===== src/rtl/ps2_scancode_rx_if.sv =====
// ps2_scancode_rx_if: PS/2 pin pair and decoded scancode outputs
interface ps2_scancode_rx_if;
  logic       clkps2;
  logic       dataps2;
  logic [7:0] scancode;
  logic       extended;
  logic       released;
  logic       kb_interrupt;
  logic       frame_err;
  logic       busy;
  modport master (
    output clkps2, dataps2,
    input  scancode, extended, released, kb_interrupt, frame_err, busy
  );
  modport slave (
    input  clkps2, dataps2,
    output scancode, extended, released, kb_interrupt, frame_err, busy
  );
endinterface


===== src/rtl/ps2_scancode_rx.sv =====
// ps2_scancode_rx: PS/2 keyboard deframer with E0/F0 prefix folding; define PS2_TIMEOUT_EN for the inter-edge watchdog
module ps2_scancode_rx #(
  parameter int CLKFREQ    = 7000,
  parameter int FILTER     = 4,
  parameter int TIMEOUT_US = 150
) (
  input logic               clk,
  input logic               rst_n,
  ps2_scancode_rx_if.slave  bus
);
  localparam int FW     = $clog2(FILTER + 1);
  localparam int TO_CYC = CLKFREQ * TIMEOUT_US / 1000;
  typedef enum logic [1:0] {IDLE, DATA, PARITY, STOP} state_t;
  logic [1:0]    clk_sync_q, dat_sync_q;
  logic          filt_q;
  logic [FW-1:0] flt_cnt_q;
  logic          tick_q;
  state_t        state_q;
  logic [2:0]    bit_cnt_q;
  logic [7:0]    shift_q;
  logic          par_q;
  logic          ext_pend_q, rel_pend_q;
  logic [7:0]    scancode_q;
  logic          extended_q, released_q, kb_int_q, frame_err_q;
  logic          timeout;
  logic          dat;
  assign dat = dat_sync_q[1];
  // two-flop synchronizers for both asynchronous pins, idling high
  always_ff @(posedge clk or negedge rst_n)
    if (!rst_n) begin
      clk_sync_q <= 2'b11;
      dat_sync_q <= 2'b11;
    end else begin
      clk_sync_q <= {clk_sync_q[0], bus.clkps2};
      dat_sync_q <= {dat_sync_q[0], bus.dataps2};
    end
  // filtered clock follows the pin only after FILTER equal samples; tick marks its falling edge
  always_ff @(posedge clk or negedge rst_n)
    if (!rst_n) begin
      filt_q    <= 1'b1;
      flt_cnt_q <= '0;
      tick_q    <= 1'b0;
    end else begin
      tick_q <= 1'b0;
      if (clk_sync_q[1] == filt_q)
        flt_cnt_q <= '0;
      else if (flt_cnt_q == FW'(FILTER - 1)) begin
        filt_q    <= clk_sync_q[1];
        flt_cnt_q <= '0;
        tick_q    <= filt_q;
      end else
        flt_cnt_q <= flt_cnt_q + 1'b1;
    end
`ifdef PS2_TIMEOUT_EN
  localparam int TW = $clog2(TO_CYC + 1);
  logic [TW-1:0] to_cnt_q;
  // saturating gap counter between PS/2 clock edges while a frame is open
  always_ff @(posedge clk or negedge rst_n)
    if (!rst_n)
      to_cnt_q <= '0;
    else
      to_cnt_q <= (tick_q || state_q == IDLE) ? '0 :
                  (to_cnt_q == TW'(TO_CYC)) ? to_cnt_q : to_cnt_q + 1'b1;
  assign timeout = state_q != IDLE && !tick_q && to_cnt_q == TW'(TO_CYC);
`else
  // no watchdog in this build: a partial frame waits for further edges forever
  assign timeout = TO_CYC < 0;
`endif
  // frame FSM with prefix folding and registered result/strobe outputs
  always_ff @(posedge clk or negedge rst_n)
    if (!rst_n) begin
      state_q     <= IDLE;
      bit_cnt_q   <= '0;
      shift_q     <= '0;
      par_q       <= 1'b0;
      ext_pend_q  <= 1'b0;
      rel_pend_q  <= 1'b0;
      scancode_q  <= '0;
      extended_q  <= 1'b0;
      released_q  <= 1'b0;
      kb_int_q    <= 1'b0;
      frame_err_q <= 1'b0;
    end else begin
      kb_int_q    <= 1'b0;
      frame_err_q <= 1'b0;
      if (timeout) begin
        state_q     <= IDLE;
        frame_err_q <= 1'b1;
        ext_pend_q  <= 1'b0;
        rel_pend_q  <= 1'b0;
      end else if (tick_q) begin
        case (state_q)
          IDLE: if (!dat) begin
            state_q   <= DATA;
            bit_cnt_q <= '0;
          end
          DATA: begin
            shift_q   <= {dat, shift_q[7:1]};
            bit_cnt_q <= bit_cnt_q + 1'b1;
            if (bit_cnt_q == 3'd7) state_q <= PARITY;
          end
          PARITY: begin
            par_q   <= dat;
            state_q <= STOP;
          end
          default: begin
            state_q <= IDLE;
            if (dat && (^{shift_q, par_q})) begin
              if (shift_q == 8'hE0)
                ext_pend_q <= 1'b1;
              else if (shift_q == 8'hF0)
                rel_pend_q <= 1'b1;
              else begin
                scancode_q <= shift_q;
                extended_q <= ext_pend_q;
                released_q <= rel_pend_q;
                kb_int_q   <= 1'b1;
                ext_pend_q <= 1'b0;
                rel_pend_q <= 1'b0;
              end
            end else begin
              frame_err_q <= 1'b1;
              ext_pend_q  <= 1'b0;
              rel_pend_q  <= 1'b0;
            end
          end
        endcase
      end
    end
  assign bus.scancode     = scancode_q;
  assign bus.extended     = extended_q;
  assign bus.released     = released_q;
  assign bus.kb_interrupt = kb_int_q;
  assign bus.frame_err    = frame_err_q;
  assign bus.busy         = state_q != IDLE;
endmodule


===== src/flat_wrapper.sv =====
// flat-port wrapper written by rule: the top's interface ports become plain ports
module ps2_scancode_rx_flat 
#(
  parameter int CLKFREQ    = 7000,
  parameter int FILTER     = 4,
  parameter int TIMEOUT_US = 150
)
  (clk, rst_n, bus_clkps2, bus_dataps2, bus_scancode, bus_extended, bus_released, bus_kb_interrupt, bus_frame_err, bus_busy);
  ps2_scancode_rx_if bus_i ();
  input logic clk;
  input logic rst_n;
  input wire logic [$bits(bus_i.clkps2)-1:0] bus_clkps2;
  input wire logic [$bits(bus_i.dataps2)-1:0] bus_dataps2;
  output wire logic [$bits(bus_i.scancode)-1:0] bus_scancode;
  output wire logic [$bits(bus_i.extended)-1:0] bus_extended;
  output wire logic [$bits(bus_i.released)-1:0] bus_released;
  output wire logic [$bits(bus_i.kb_interrupt)-1:0] bus_kb_interrupt;
  output wire logic [$bits(bus_i.frame_err)-1:0] bus_frame_err;
  output wire logic [$bits(bus_i.busy)-1:0] bus_busy;
  assign bus_i.clkps2 = bus_clkps2;
  assign bus_i.dataps2 = bus_dataps2;
  assign bus_scancode = bus_i.scancode;
  assign bus_extended = bus_i.extended;
  assign bus_released = bus_i.released;
  assign bus_kb_interrupt = bus_i.kb_interrupt;
  assign bus_frame_err = bus_i.frame_err;
  assign bus_busy = bus_i.busy;
  ps2_scancode_rx #(.CLKFREQ(CLKFREQ), .FILTER(FILTER), .TIMEOUT_US(TIMEOUT_US)) u_core (.clk(clk), .rst_n(rst_n), .bus(bus_i));
endmodule

===== config.mk =====
export PLATFORM = sky130hd
export DESIGN_NAME = ps2_scancode_rx_flat
export DESIGN_NICKNAME = d
export VERILOG_FILES = /design/src/rtl/ps2_scancode_rx_if.sv /design/src/rtl/ps2_scancode_rx.sv /design/src/flat_wrapper.sv
export SDC_FILE = /design/constraint.sdc
export NUM_CORES = 1
export LEC_CHECK = 0
export ABC_AREA = 0
export CAP_MARGIN = 20
export CORE_ASPECT_RATIO = 1.5
export CORE_MARGIN = 2
export CORE_UTILIZATION = 42
export CTS_BUF_LIST = sky130_fd_sc_hd__clkbuf_4
export CTS_CLUSTER_DIAMETER = 200
export DETAILED_ROUTE_END_ITERATION = 16
export GPL_TIMING_DRIVEN = 0
export SYNTH_ARGS = -nofsm -noshare
export SYNTH_HDL_FRONTEND = slang
export SYNTH_SLANG_ARGS = --single-unit

===== constraint.sdc =====
create_clock -name clk -period 6.3 [get_ports clk]
set_input_delay 0.945 -clock clk [delete_from_list [all_inputs] [get_ports clk]]
set_output_delay 0.945 -clock clk [all_outputs]
set_load 0.02 [all_outputs]

==> reports/metrics.yaml <==
status: "completed"
layout_commonest_cell: "dfrtp_1"
slowest_delay_ns: 0.59
finalSetupTns_ns: 0
vias: 1119
worstPathRequired_ns: 5.35
p_total_uw: 471
crit_chain: "inv_1 -> ha_1 -> inv_1 -> clkdlybuf4s50_1"
p_clk_share_pct: 27.4
cp_data_arrival_time_ns: 1.75
synthSimpleGateAreaFrac_pct: 8.92
maxCapViolations: 0
tritoncts: "yes"
hold_path_depth: 0
postLayoutSetupSlackWorst_ns: 3.61
core_mm2: 0.00399
critical_path_depth: 4
routed_wl_mm: 3.15
crit_top_cell: "inv_1"
place.gp.congestion: 0.708
comb_power_share_pct: 15.9
r2r-start: "u_core.shift_q[5]"
grt_start_max_net_pins: 38
path_class: "flop to output port"
clk_pin_slew_ns: 0.12
yosys-top-cells-area: "dfrtp_1, mux2_2, dfstp_2"
setup-violations-final: 0
ant_nets: 0
clock_latency_ns: 0.35
end_kind: "output port"
fillers: 385
syn_nets: 148
wl_per_cell_um: 15.3
p_sw_uw: 136
holdPathEnd: "u_core.dat_sync_q[1]"
r2r_cells: 6
rrSetupSlack_ns: 3.74
startpoint_type: "flop"
drtIter0Drc: 30
grt_setup_unrepaired: "false"
drc: 0
die_w_um: 57.0
power-per-cell-area_mw_per_mm2: 231
cp_slowest_cell: "clkdlybuf4s50_1"
synth_mux_area_share_pct: 13.5
clkSinkCount: 37
switching_share_pct: 28.8
worstHoldStart: "u_core.dat_sync_q[0]"
ctsLongestPathBuffers: 2
synth_top_family_by_area: "multiplexers"
postCtsSetupBuffers: 0
hold_class: "flop to flop"
pwr-share-seq_pct: 56.7
htreeDepth: 2
internal_power_uw: 335
antenna_found_initial: 0
cts-hold-fix-buffers: 0
synthArstFlopShare_pct: 100
maxSlewHeadroom_pct: 45.7
post-place-ws_ns: 3.77
synth_area_mm2: 0.00177
finClkSkew_ns: 0.00751
die-area_mm2: 0.00475
initial_core_util_pct: 44.2
clock.fmax_ghz: 0.372
drt_first_pass_iters: 4
grt_pass1_wl_mm: 5.55
nets: 171
finish.utilization_pct: 51.0
post-route-period-util_pct: 42.7
drive_above_1_share_pct: 25.5
track_usage_pct: 15.0
yosys_warnings: 0
slew_viol_final: 0
ir_worst_vdd_uv: 175
mostFrequentLayoutCells: "dfrtp_1, mux2_2, clkdlybuf4s50_1"
synth-compound-area-share_pct: 8.64
ctsRootBufferMaster: "clkbuf_4"
r2r-end: "u_core.bus.scancode[4]"
ys_types: 37
fin_crit_ns: 2.69
synth-edff-count: 0
dp_hpwl_mm: 2.25
port_buffers: 16
synth_cells: 137
synth_xor_area_share_pct: 8.64
io_pins: 17
critPathBufInv: 3
finalHoldViolations: 0
yosys.area.top_type_share_pct: 45.3
ys_seq_elements: 37
synth_area_leader_cell: "dfrtp_1"
ys.flop_type: "dfrtp_1"
gr-total-overflow: 0
cts_buffers: 5
cp_max_fo: 4
worst_pin_slew_ns: 0.814
rows: 28
cp_top_family: "buffers and inverters"
ys_seq_area_share_pct: 52.8
ctsResizeCount: 0
grt_pass1_vias: 1220
leakagePower_uw: 0.000974
syn2layout_area_growth_pct: 15.4
syn_area_per_cell_um2: 12.9
n_antenna_cell: 0
die-height_um: 83.4
avgViaCountPerCell: 5.43
yosys.area_share.adder_pct: 4.96
==> power by group through the flow <==
stage | registers [µW] | logic, µW | clock network (µW)
after floorplan | 269 | 54.7 | 0
after global placement | 271 | 72.9 | 0
after detailed placement | 272 | 76.0 | 0
after CTS | 268 | 76.3 | 134
after global routing | 270 | 86.4 | 143
final | 267 | 74.8 | 129
==> state kept, by name, summed over array words and instances, names as in the netlist <==
name,flops
u_core.flt_cnt_q,3
u_core.bus.kb_interrupt,1
u_core.dat_sync_q,2
u_core.bus.scancode,8
u_core.rel_pend_q,1
u_core.bus.extended,1
u_core.shift_q,8
u_core.bus.released,1
u_core.bus.frame_err,1
u_core.ext_pend_q,1
u_core.par_q,1
u_core.filt_q,1
u_core.bit_cnt_q,3
u_core.clk_sync_q,2
u_core.tick_q,1
u_core.state_q,2
==> worst max path at each step <==
stage / from / to / slack, ns
2_1_floorplan: u_core.shift_q[1] / u_core.bus.extended / 4.03
3_3_place_gp: rst_n / u_core.bus.extended / 3.50
3_5_place_dp: u_core.shift_q[5] / u_core.bus.scancode[3] / 3.77
4_1_cts: u_core.state_q[0] / bus_busy / 3.58
5_1_grt: u_core.state_q[0] / bus_busy / 3.49
6_report: u_core.state_q[0] / bus_busy / 3.61
==> area by class of cell <==
| class | count | area (µm²) | share of cell area (%) |
|---|---|---|---|
| clock buffers | 5 | 37.5 | 1.84 |
| well taps | 45 | 56.3 | 2.76 |
| inverters | 6 | 22.5 | 1.10 |
| flip-flops and latches | 37 | 932 | 45.7 |
| multi-input cells | 90 | 788 | 38.7 |
| clock inverters | 3 | 22.5 | 1.10 |
| plain buffers | 4 | 23.8 | 1.17 |
| repair buffers | 16 | 155 | 7.61 |
==> kinds of logic after synthesis <==
logic type / count (synthesis)
flops: 37
buf+inv: 10
mux: 21
fa+ha+maj: 7
simple gates: 30
compound gates: 20
xor+xnor: 12
==> metal layers <==
metal	wire, µm	GRT usage, %
met1	1310	17.3
met2	1680	24.7
met3	84	3.58
met4	74	8.88
met5	0	0
==> metrics by stage <==
stage	instances	area (µm²)	hold slack [ns]
floorplan	137	1770	0.345
global placement	198	1980	0.346
detailed placement	198	1980	0.349
CTS	206	2040	0.367
global route	206	2040	0.374
finish	206	2040	0.366
==> synthesized netlist by cell type (2+ instances only) <==
cell	instances
nand2_1	6
mux2_2	19
xnor2_1	8
ha_1	7
o22a_1	2
nor3_1	2
o22ai_1	2
a32o_1	2
dfrtp_1	32
dfstp_2	5
o31ai_1	3
inv_1	6
a21oi_1	3
buf_4	2
nor2_1	11
nor3b_1	4
o21ai_0	3
Power figures use the tool's default switching activity.
